$ cat config.mk
export PLATFORM = sky130hd
export DESIGN_NAME = fetch_stage_flat
export DESIGN_NICKNAME = d
export VERILOG_FILES = /design/src/rtl/fetch_stage_pkg.sv /design/src/rtl/fetch_stage_if.sv /design/src/rtl/fetch_skid.sv /design/src/rtl/fetch_stage.sv /design/src/flat_wrapper.sv
export SDC_FILE = /design/constraint.sdc
export NUM_CORES = 1
export LEC_CHECK = 0
export BUFFER_PORTS_ARGS = -buffer_cell sky130_fd_sc_hd__buf_2
export CAP_MARGIN = 15
export CORE_MARGIN = 4
export CORE_UTILIZATION = 50
export DETAILED_ROUTE_END_ITERATION = 12
export GPL_TIMING_DRIVEN = 0
export PLACE_DENSITY_LB_ADDON = 0.05
export SLEW_MARGIN = 40
export SYNTH_ARGS = -nofsm -noshare
export SYNTH_HDL_FRONTEND = slang
export SYNTH_HIERARCHICAL = 1
export SYNTH_SLANG_ARGS = --single-unit
$ cat constraint.sdc
create_clock -name clock -period 4.2 [get_ports clock]
set_input_delay 0.84 -clock clock [delete_from_list [all_inputs] [get_ports clock]]
set_output_delay 0.84 -clock clock [all_outputs]
set_load 0.1 [all_outputs]
$ cat src/rtl/fetch_stage_pkg.sv
// Shared definitions for the instruction-fetch stage: the canonical NOP
// and the fetch state encoding.
package fetch_stage_pkg;

    // addi x0, x0, 0
    localparam logic [31:0] INST_NOP = 32'h0000_0013;

    // IDLE: nothing in flight; WAIT: one request granted, response pending;
    // KILL: one request in flight whose response must be discarded.
    typedef enum logic [1:0] {
        FS_IDLE = 2'd0,
        FS_WAIT = 2'd1,
        FS_KILL = 2'd2
    } fetch_state_e;

    function automatic logic is_misaligned(input logic [1:0] addr_lsb);
        return addr_lsb != 2'b00;
    endfunction

endpackage

$ cat src/rtl/fetch_stage_if.sv
// Instruction-memory request/grant/rvalid port (single outstanding request).
interface fetch_stage_if #(
    parameter int XLEN = 32
);
    logic            req;
    logic [XLEN-1:0] addr;
    logic            gnt;
    logic            rvalid;
    logic [31:0]     rdata;

    modport master (output req, addr, input gnt, rvalid, rdata);
    modport slave  (input req, addr, output gnt, rvalid, rdata);
endinterface

$ cat src/rtl/fetch_skid.sv
// Two-entry instruction buffer: the "out" entry drives the IF/ID outputs,
// the skid entry catches a response that lands while out is held.
module fetch_skid
    import fetch_stage_pkg::*;
#(
    parameter int XLEN = 32
) (
    input  logic            clock,
    input  logic            reset_n,
    input  logic            flush_i,
    input  logic            push_i,
    input  logic [XLEN-1:0] push_pc_i,
    input  logic [31:0]     push_inst_i,
    input  logic            pop_i,
    output logic            out_valid_o,
    output logic [XLEN-1:0] out_pc_o,
    output logic [31:0]     out_inst_o,
    output logic            space_o
);
    logic            out_valid_q, out_valid_d;
    logic [XLEN-1:0] out_pc_q, out_pc_d;
    logic [31:0]     out_inst_q, out_inst_d;
    logic            skid_valid_q, skid_valid_d;
    logic [XLEN-1:0] skid_pc_q, skid_pc_d;
    logic [31:0]     skid_inst_q, skid_inst_d;

    // Next buffer contents: flush beats pop beats push. A push never meets a
    // full skid because the fetch side only issues when skid will be empty.
    always_comb begin
        out_valid_d  = out_valid_q;
        out_pc_d     = out_pc_q;
        out_inst_d   = out_inst_q;
        skid_valid_d = skid_valid_q;
        skid_pc_d    = skid_pc_q;
        skid_inst_d  = skid_inst_q;
        if (flush_i) begin
            out_valid_d  = 1'b0;
            skid_valid_d = 1'b0;
        end else if (pop_i && out_valid_q) begin
            if (skid_valid_q) begin
                out_valid_d  = 1'b1;
                out_pc_d     = skid_pc_q;
                out_inst_d   = skid_inst_q;
                skid_valid_d = 1'b0;
            end else if (push_i) begin
                out_valid_d = 1'b1;
                out_pc_d    = push_pc_i;
                out_inst_d  = push_inst_i;
            end else begin
                out_valid_d = 1'b0;
            end
        end else if (push_i) begin
            if (!out_valid_q) begin
                out_valid_d = 1'b1;
                out_pc_d    = push_pc_i;
                out_inst_d  = push_inst_i;
            end else begin
                skid_valid_d = 1'b1;
                skid_pc_d    = push_pc_i;
                skid_inst_d  = push_inst_i;
            end
        end
    end

    // Buffer registers.
    always_ff @(posedge clock or negedge reset_n) begin
        if (!reset_n) begin
            out_valid_q  <= 1'b0;
            out_pc_q     <= '0;
            out_inst_q   <= INST_NOP;
            skid_valid_q <= 1'b0;
            skid_pc_q    <= '0;
            skid_inst_q  <= INST_NOP;
        end else begin
            out_valid_q  <= out_valid_d;
            out_pc_q     <= out_pc_d;
            out_inst_q   <= out_inst_d;
            skid_valid_q <= skid_valid_d;
            skid_pc_q    <= skid_pc_d;
            skid_inst_q  <= skid_inst_d;
        end
    end

    assign out_valid_o = out_valid_q;
    assign out_pc_o    = out_pc_q;
    assign out_inst_o  = out_inst_q;
    // Skid empty after this edge: any response to a request issued now has a slot.
    assign space_o     = ~skid_valid_d;

endmodule

$ cat src/rtl/fetch_stage.sv
// Instruction-fetch stage: owns the fetch PC, drives the single-outstanding
// instruction-memory port, handles pause/redirect and drops killed responses.
// Optional feature: define FETCH_MISALIGN_EN to trap misaligned redirect targets.
module fetch_stage
    import fetch_stage_pkg::*;
#(
    parameter int              XLEN     = 32,
    parameter logic [XLEN-1:0] RESET_PC = '0
) (
    input  logic            clock,
    input  logic            reset_n,
    input  logic            pause,
    input  logic            redirect,
    input  logic [XLEN-1:0] redirect_pc,
    fetch_stage_if.master   imem,
    output logic [XLEN-1:0] pc_out,
    output logic [31:0]     inst_out,
    output logic            inst_valid,
    output logic            fetch_fault
);
    localparam logic [XLEN-1:0] PC_STEP = XLEN'(4);

    fetch_state_e    state_q, state_d;
    logic [XLEN-1:0] fetch_pc_q, fetch_pc_d;
    logic [XLEN-1:0] req_pc_q, req_pc_d;
    logic            req, grant, push, space;
    logic            out_valid;
    logic [XLEN-1:0] out_pc;
    logic [31:0]     out_inst;
    logic            fault_q;

    // Only a response to a live (non-killed) request is kept, and never
    // one that arrives together with a redirect.
    assign push = imem.rvalid & (state_q == FS_WAIT) & ~redirect;

    fetch_skid #(.XLEN(XLEN)) u_skid (
        .clock       (clock),
        .reset_n     (reset_n),
        .flush_i     (redirect),
        .push_i      (push),
        .push_pc_i   (req_pc_q),
        .push_inst_i (imem.rdata),
        .pop_i       (~pause),
        .out_valid_o (out_valid),
        .out_pc_o    (out_pc),
        .out_inst_o  (out_inst),
        .space_o     (space)
    );

    // Issue decision, fetch state and PC next-state; redirect has priority.
    always_comb begin
        state_d    = state_q;
        fetch_pc_d = fetch_pc_q;
        req_pc_d   = req_pc_q;
        req        = reset_n & ~redirect & ~fault_q & (state_q != FS_KILL)
                   & ((state_q == FS_IDLE) | imem.rvalid) & space;
        grant      = req & imem.gnt;
        if (redirect) begin
            fetch_pc_d = redirect_pc;
            state_d    = ((state_q != FS_IDLE) && !imem.rvalid) ? FS_KILL : FS_IDLE;
        end else if (grant) begin
            state_d    = FS_WAIT;
            req_pc_d   = fetch_pc_q;
            fetch_pc_d = fetch_pc_q + PC_STEP;
        end else if (imem.rvalid) begin
            state_d = FS_IDLE;
        end
    end

    // Fetch state and PC registers.
    always_ff @(posedge clock or negedge reset_n) begin
        if (!reset_n) begin
            state_q    <= FS_IDLE;
            fetch_pc_q <= RESET_PC;
            req_pc_q   <= '0;
        end else begin
            state_q    <= state_d;
            fetch_pc_q <= fetch_pc_d;
            req_pc_q   <= req_pc_d;
        end
    end

    assign imem.req  = req;
    assign imem.addr = fetch_pc_q;

`ifdef FETCH_MISALIGN_EN
    logic [XLEN-1:0] fault_pc_q;

    // A misaligned redirect target parks a faulting NOP until the next redirect.
    always_ff @(posedge clock or negedge reset_n) begin
        if (!reset_n) begin
            fault_q    <= 1'b0;
            fault_pc_q <= '0;
        end else if (redirect) begin
            fault_q    <= is_misaligned(redirect_pc[1:0]);
            fault_pc_q <= redirect_pc;
        end
    end

    assign inst_valid  = fault_q | out_valid;
    assign pc_out      = fault_q ? fault_pc_q : out_pc;
    assign inst_out    = fault_q ? INST_NOP : out_inst;
    assign fetch_fault = fault_q;
`else
    assign fault_q     = 1'b0;
    assign inst_valid  = out_valid;
    assign pc_out      = out_pc;
    assign inst_out    = out_inst;
    assign fetch_fault = 1'b0;
`endif

endmodule

$ cat src/flat_wrapper.sv
// flat-port wrapper written by rule: the top's interface ports become plain ports
module fetch_stage_flat import fetch_stage_pkg::*;
#(
    parameter int              XLEN     = 32,
    parameter logic [XLEN-1:0] RESET_PC = '0
)
  (clock, reset_n, pause, redirect, redirect_pc, pc_out, inst_out, inst_valid, fetch_fault, imem_req, imem_addr, imem_gnt, imem_rvalid, imem_rdata);
  fetch_stage_if #(.XLEN(XLEN)) imem_i ();
  input  logic clock;
  input  logic reset_n;
  input  logic pause;
  input  logic redirect;
  input  logic [XLEN-1:0] redirect_pc;
  output logic [XLEN-1:0] pc_out;
  output logic [31:0] inst_out;
  output logic inst_valid;
  output logic fetch_fault;
  output wire logic [$bits(imem_i.req)-1:0] imem_req;
  output wire logic [$bits(imem_i.addr)-1:0] imem_addr;
  input wire logic [$bits(imem_i.gnt)-1:0] imem_gnt;
  input wire logic [$bits(imem_i.rvalid)-1:0] imem_rvalid;
  input wire logic [$bits(imem_i.rdata)-1:0] imem_rdata;
  assign imem_req = imem_i.req;
  assign imem_addr = imem_i.addr;
  assign imem_i.gnt = imem_gnt;
  assign imem_i.rvalid = imem_rvalid;
  assign imem_i.rdata = imem_rdata;
  fetch_stage #(.XLEN(XLEN), .RESET_PC(RESET_PC)) u_core (.clock(clock), .reset_n(reset_n), .pause(pause), .redirect(redirect), .redirect_pc(redirect_pc), .imem(imem_i), .pc_out(pc_out), .inst_out(inst_out), .inst_valid(inst_valid), .fetch_fault(fetch_fault));
endmodule
---- After elaboration in Yosys (flattened, before gate mapping) ----
Cells that the tools add are included.
cells by class
  add/subtract/negate cells ............... 1
  eq/ne operators ......................... 3
  muxes and demuxes ....................... 25
  bitwise operators ....................... 12
  reduce and logical (&&, ||, !) cells .... 13
operators with widths
  operator                                                                 number
  32-bit two-way mux                                                       12
  32-bit by 3-bit adder with 32-bit output, second input constant          1
  1-bit two-way mux                                                        9
  2-bit two-way mux                                                        4
  4-bit AND reduction                                                      2
  2-bit nonzero test                                                       4
  1-bit bitwise AND                                                        7
  3-bit nonzero test                                                       2
  1-bit NOT                                                                4
  2-bit by 1-bit == test with 1-bit output, second input constant          1
  1-bit logical AND                                                        2
  2-bit zero test                                                          1
  2-bit by 1-bit inequality test with 1-bit output, second input constant  1
  2-bit inequality test, second input constant                             1
  2-bit AND reduction                                                      1
  1-bit zero test                                                          1
  1-bit bitwise OR                                                         1
storage, ports and cells
  flip-flop bits (word level) ............. 196
  input bits .............................. 70
  logic and storage cells ................. 63

---- Depth between registers and ports, before layout ----
  depth after elaboration ................. 11
  mapped depth ............................ 13
  gate-level depth less buffers ........... 10

---- Cells and area by module ----
The synthesis kept the hierarchy.
by module, submodules not included
  module       instances  cells each  area an instance (µm²)
  fetch_skid   1          353         5870.6
  fetch_stage  1          363         3274.4

---- Least setup slack after synthesis ----
Ideal clock, no wire load.
  path type ............................... input to output
  from .................................... in redirect
  to ...................................... out imem_req
  data arrival time ....................... 3.691 ns
  data required time ...................... 3.360 ns
  slack ................................... -0.331 ns
  stages .................................. 8
  path through ............................ buf_6 clkinv_1 nand2_1 nor3b_1 a21oi_1 a211o_1 nand2_1 nor3_1
on the way
  word-level cells in the longest chain between the ends .. 7
RTL lines
  item                        RTL line            text
  start: declaration          flat_wrapper.sv:12  input logic redirect;
  1-bit NOT (no source line)  -
  1-bit bitwise AND           fetch_stage.sv:34   assign push = imem.rvalid & (state_q == FS_WAIT) & ~redirect;
  net u_core.push             fetch_stage.sv:26   logic req, grant, push, space;
  1-bit two-way mux           fetch_skid.sv:52    end else if (push_i) begin
  1-bit two-way mux           fetch_skid.sv:39    end else if (pop_i && out_valid_q) begin
  1-bit two-way mux           fetch_skid.sv:36    if (flush_i) begin
  1-bit NOT                   fetch_skid.sv:88    assign space_o = ~skid_valid_d;
  net u_core.space            fetch_stage.sv:26
  1-bit bitwise AND           fetch_stage.sv:56   & ((state_q == FS_IDLE) | imem.rvalid) & space;
  end: declaration            flat_wrapper.sv:18  output wire logic [$bits(imem_i.req)-1:0] imem_req;
The timed path passes the listed nets, and every way through them passes these cells.

---- Worst setup path in the final report ----
Same ends and word-level chain as after synthesis.

==> flow_summary.ini <==
[logic_synthesis]
synth-async-reset-ratio = 1.000
ys_ff_latch = 196
syn_avg_cell_area_um2 = 12.77
synth-edff-count = 0
yosys_warnings = 6
syn_area_um2 = 9145
yosysUniqueCellTypes = 51
ys.flop_type = dfrtp_1
syn-num-nets = 787
synth_cells = 716
seq_area_frac_synth = 0.5371

[layout]
mostFrequentLayoutCells = dfrtp_1 (190), buf_2 (188), nand2_1 (127)
area_growth_pct = 19.55
finish.utilization = 0.6086
antenna_cells = 0
final_nets = 976
final_common_cell = dfrtp_1
drive_gt1_frac = 0.4368

[drt]
m1WireLength_um = 9759
vias_per_cell = 5.516
num_vias = 6327
avgRoutedWirePerCell_um = 19.06
top_layer = met5
drt_iter0_markers = 330
met3WireLength_um = 1387
met2_length_um = 10360
drc = 0
antenna_left = 0
drt_wl_total_um = 21860
drt_pass1_iterations = 5

[timing]
relSlewSlack = 0.5723
final-hold-violation-count = 0
timing.final.crit_share = 0.8735
finalClockSkew_ps = 10.87
slew_viol_final = 0
rsz0062_at_grt = no
worstMarginPinSlew_ps = 641.6
fmax_mhz = 272.6
setup_violations = 0
layout_min_cycle_time_ps = 3669

[power]
power_mw = 6.063
ir_worst_vdd_uv = 398.0
p_leak_nw = 5.501
p_per_area_nw_per_um2 = 554.6

[place]
port_buffers = 167
hpwl_um = 15940
gp_congestion = 0.8641

[grt]
overflow = 0
grt_usage = 0.2213
grt_pass1_vias = 6625
grt_max_degree = 77
grt_antenna_before_repair = 1
grt_pass1_wl_um = 35550

[die]
die_height_um = 143.2
die_w_um = 143.2
ios = 169
rows = 49
initial_core_util = 0.5091
coreArea_um2 = 17960
die_area_um2 = 20520

[worst_setup_path]
cp_slowest_stage_delay_ps = 480
crit_chain = buf_2, buf_6, clkinv_1, nand2_1, nor3b_1, a21oi_1, a211o_1, nand2_1, nor3_2, buf_2
cpLargestDelayFamily = buffers and inverters
path_buf_inv = 4
crit_path_end_kind = primary output
crit_fanout = 10
required_ps = 3360
crit_type = in -> out
regToRegSetupSlack_ps = 1290
worst_setup_path_start_kind = input port
cp.arrival_ps = 2830
cpMaxStageDelayCell = nor3b_1

[cts]
clkLatencyLatePin_ps = 430
cts_buffer_depth = 2
cts_resized = 0
clk_pin_slew_worst_paths_ps = 70
cts.sinks = 196
cts_tree = done
cts-htree-levels = 4
postCtsSetupBuffers = 0
clk_root_buffer_cell = clkbuf_16
cts-hold-fix-buffers = 0
cts_inserted_buffers = 17

[outcome]
status = finished, final reports clean

[run]
maxCapViolCount = 0

[min_path]
hp-class = in -> async
## per-stage QoR
step | setup TNS [ps] | hold WS [ps] | std cells | setup WS (ps) | area (um2)
after global placement | -249900 | 461.9 | 1112 | -1694 | 10270
after CTS | 0 | 335.6 | 1147 | 516.1 | 10930
final | 0 | 325.8 | 1147 | 531.4 | 10930
after detailed placement | 0 | 473.2 | 1115 | 401.1 | 10350
after floorplan | 0 | 450.3 | 716 | 524.1 | 9150
after global routing | 0 | 344.7 | 1147 | 274.9 | 10930
## worst reg2reg max path: stages (launching register included)
cell,delay (ps)
dfrtp_1,390
nand2_1,90
nor3b_1,480
a21oi_1,130
a211o_1,300
nand4b_4,110
o21ba_2,170
nor2_1,290
clkbuf_1,500
o21ai_0,220
o311ai_1,130
## power by group
part / internal (mW) / switching [mW]
registers: 2.14 / 0.207
logic: 0.450 / 1.65
clock network: 0.890 / 0.726
## metal layers
layer | GRT usage | up-vias
met3 | 0.04287 | 24
met4 | 0.07235 | 2
li1 | - | 2948
met1 | 0.3087 | 3129
met2 | 0.3516 | 224
met5 | 0 | -
## state kept, by name, summed over array words and instances, names as in the netlist
register                    cells
u_core/u_skid/skid_pc_q        32
u_core/u_skid/skid_inst_q      32
u_core/u_skid/out_inst_o       32
u_core/u_skid/skid_valid_q      1
u_core/u_skid/out_pc_o         32
u_core/u_skid/out_valid_o       1
u_core/imem.addr               32
u_core/state_q                  2
u_core/req_pc_q                32
## kinds of logic after synthesis
| family | count (synthesis) | share of synthesized area |
|---|---|---|
| muxes | 194 | 0.2635 |
| buffers and inverters | 48 | 0.03010 |
| adders and majority gates | 1 | 0.001368 |
| DFF | 196 | 0.5371 |
| and+or+nand+nor | 199 | 0.1095 |
| other | 1 | 0.0004101 |
| AOI/OAI and AO/OA | 77 | 0.05801 |
## path summary, 6_finish.rpt
check	startpoint	to	depth (start not counted)
worst min register to register	u_core/u_skid/skid_inst_q[10]	u_core/u_skid/skid_inst_q[10]	1
min in group clock	u_core/u_skid/skid_inst_q[10]	u_core/u_skid/skid_inst_q[10]	1
worst max-delay path	redirect	imem_req	10
worst max register to register	u_core/state_q[0]	u_core/imem.addr[12]	10
max in group asynchronous	reset_n	u_core/u_skid/out_pc_o[30]	2
worst min-delay path	reset_n	u_core/u_skid/out_inst_o[3]	1
## synth_stat cells, types with 4 or more instances
cell type	instances	area [um2]
inv_1	6	22.52
mux2_1	51	574.3
a31oi_1	5	31.28
nor3_4	5	81.33
nor2_1	13	48.80
a21oi_1	8	40.04
buf_2	22	110.1
buf_4	4	30.03
nand3_2	4	40.04
o21ai_0	19	95.09
mux2_4	60	900.9
clkbuf_1	7	26.28
nand4_1	10	62.56
o311ai_1	12	105.1
mux2_2	83	934.7
buf_6	7	78.83
dfrtp_1	190	4755
a21o_1	4	30.03
nand3_1	19	95.09
nand2_1	127	476.7
o211ai_1	10	75.07
dfstp_2	6	157.7
## area by class of cell
| cell class | count | area, um2 |
|---|---|---|
| fillers | 1506 | 7030 |
| flip-flops and latches | 196 | 4912 |
| multi-input cells | 472 | 3963 |
| repair buffers | 170 | 912.1 |
| clock buffers | 19 | 432.9 |
| well taps | 229 | 286.5 |
| plain buffers | 41 | 249.0 |
| clock inverters | 13 | 151.4 |
| inverters | 7 | 26.28 |
Note: power is estimated with default switching activity, not from simulation.
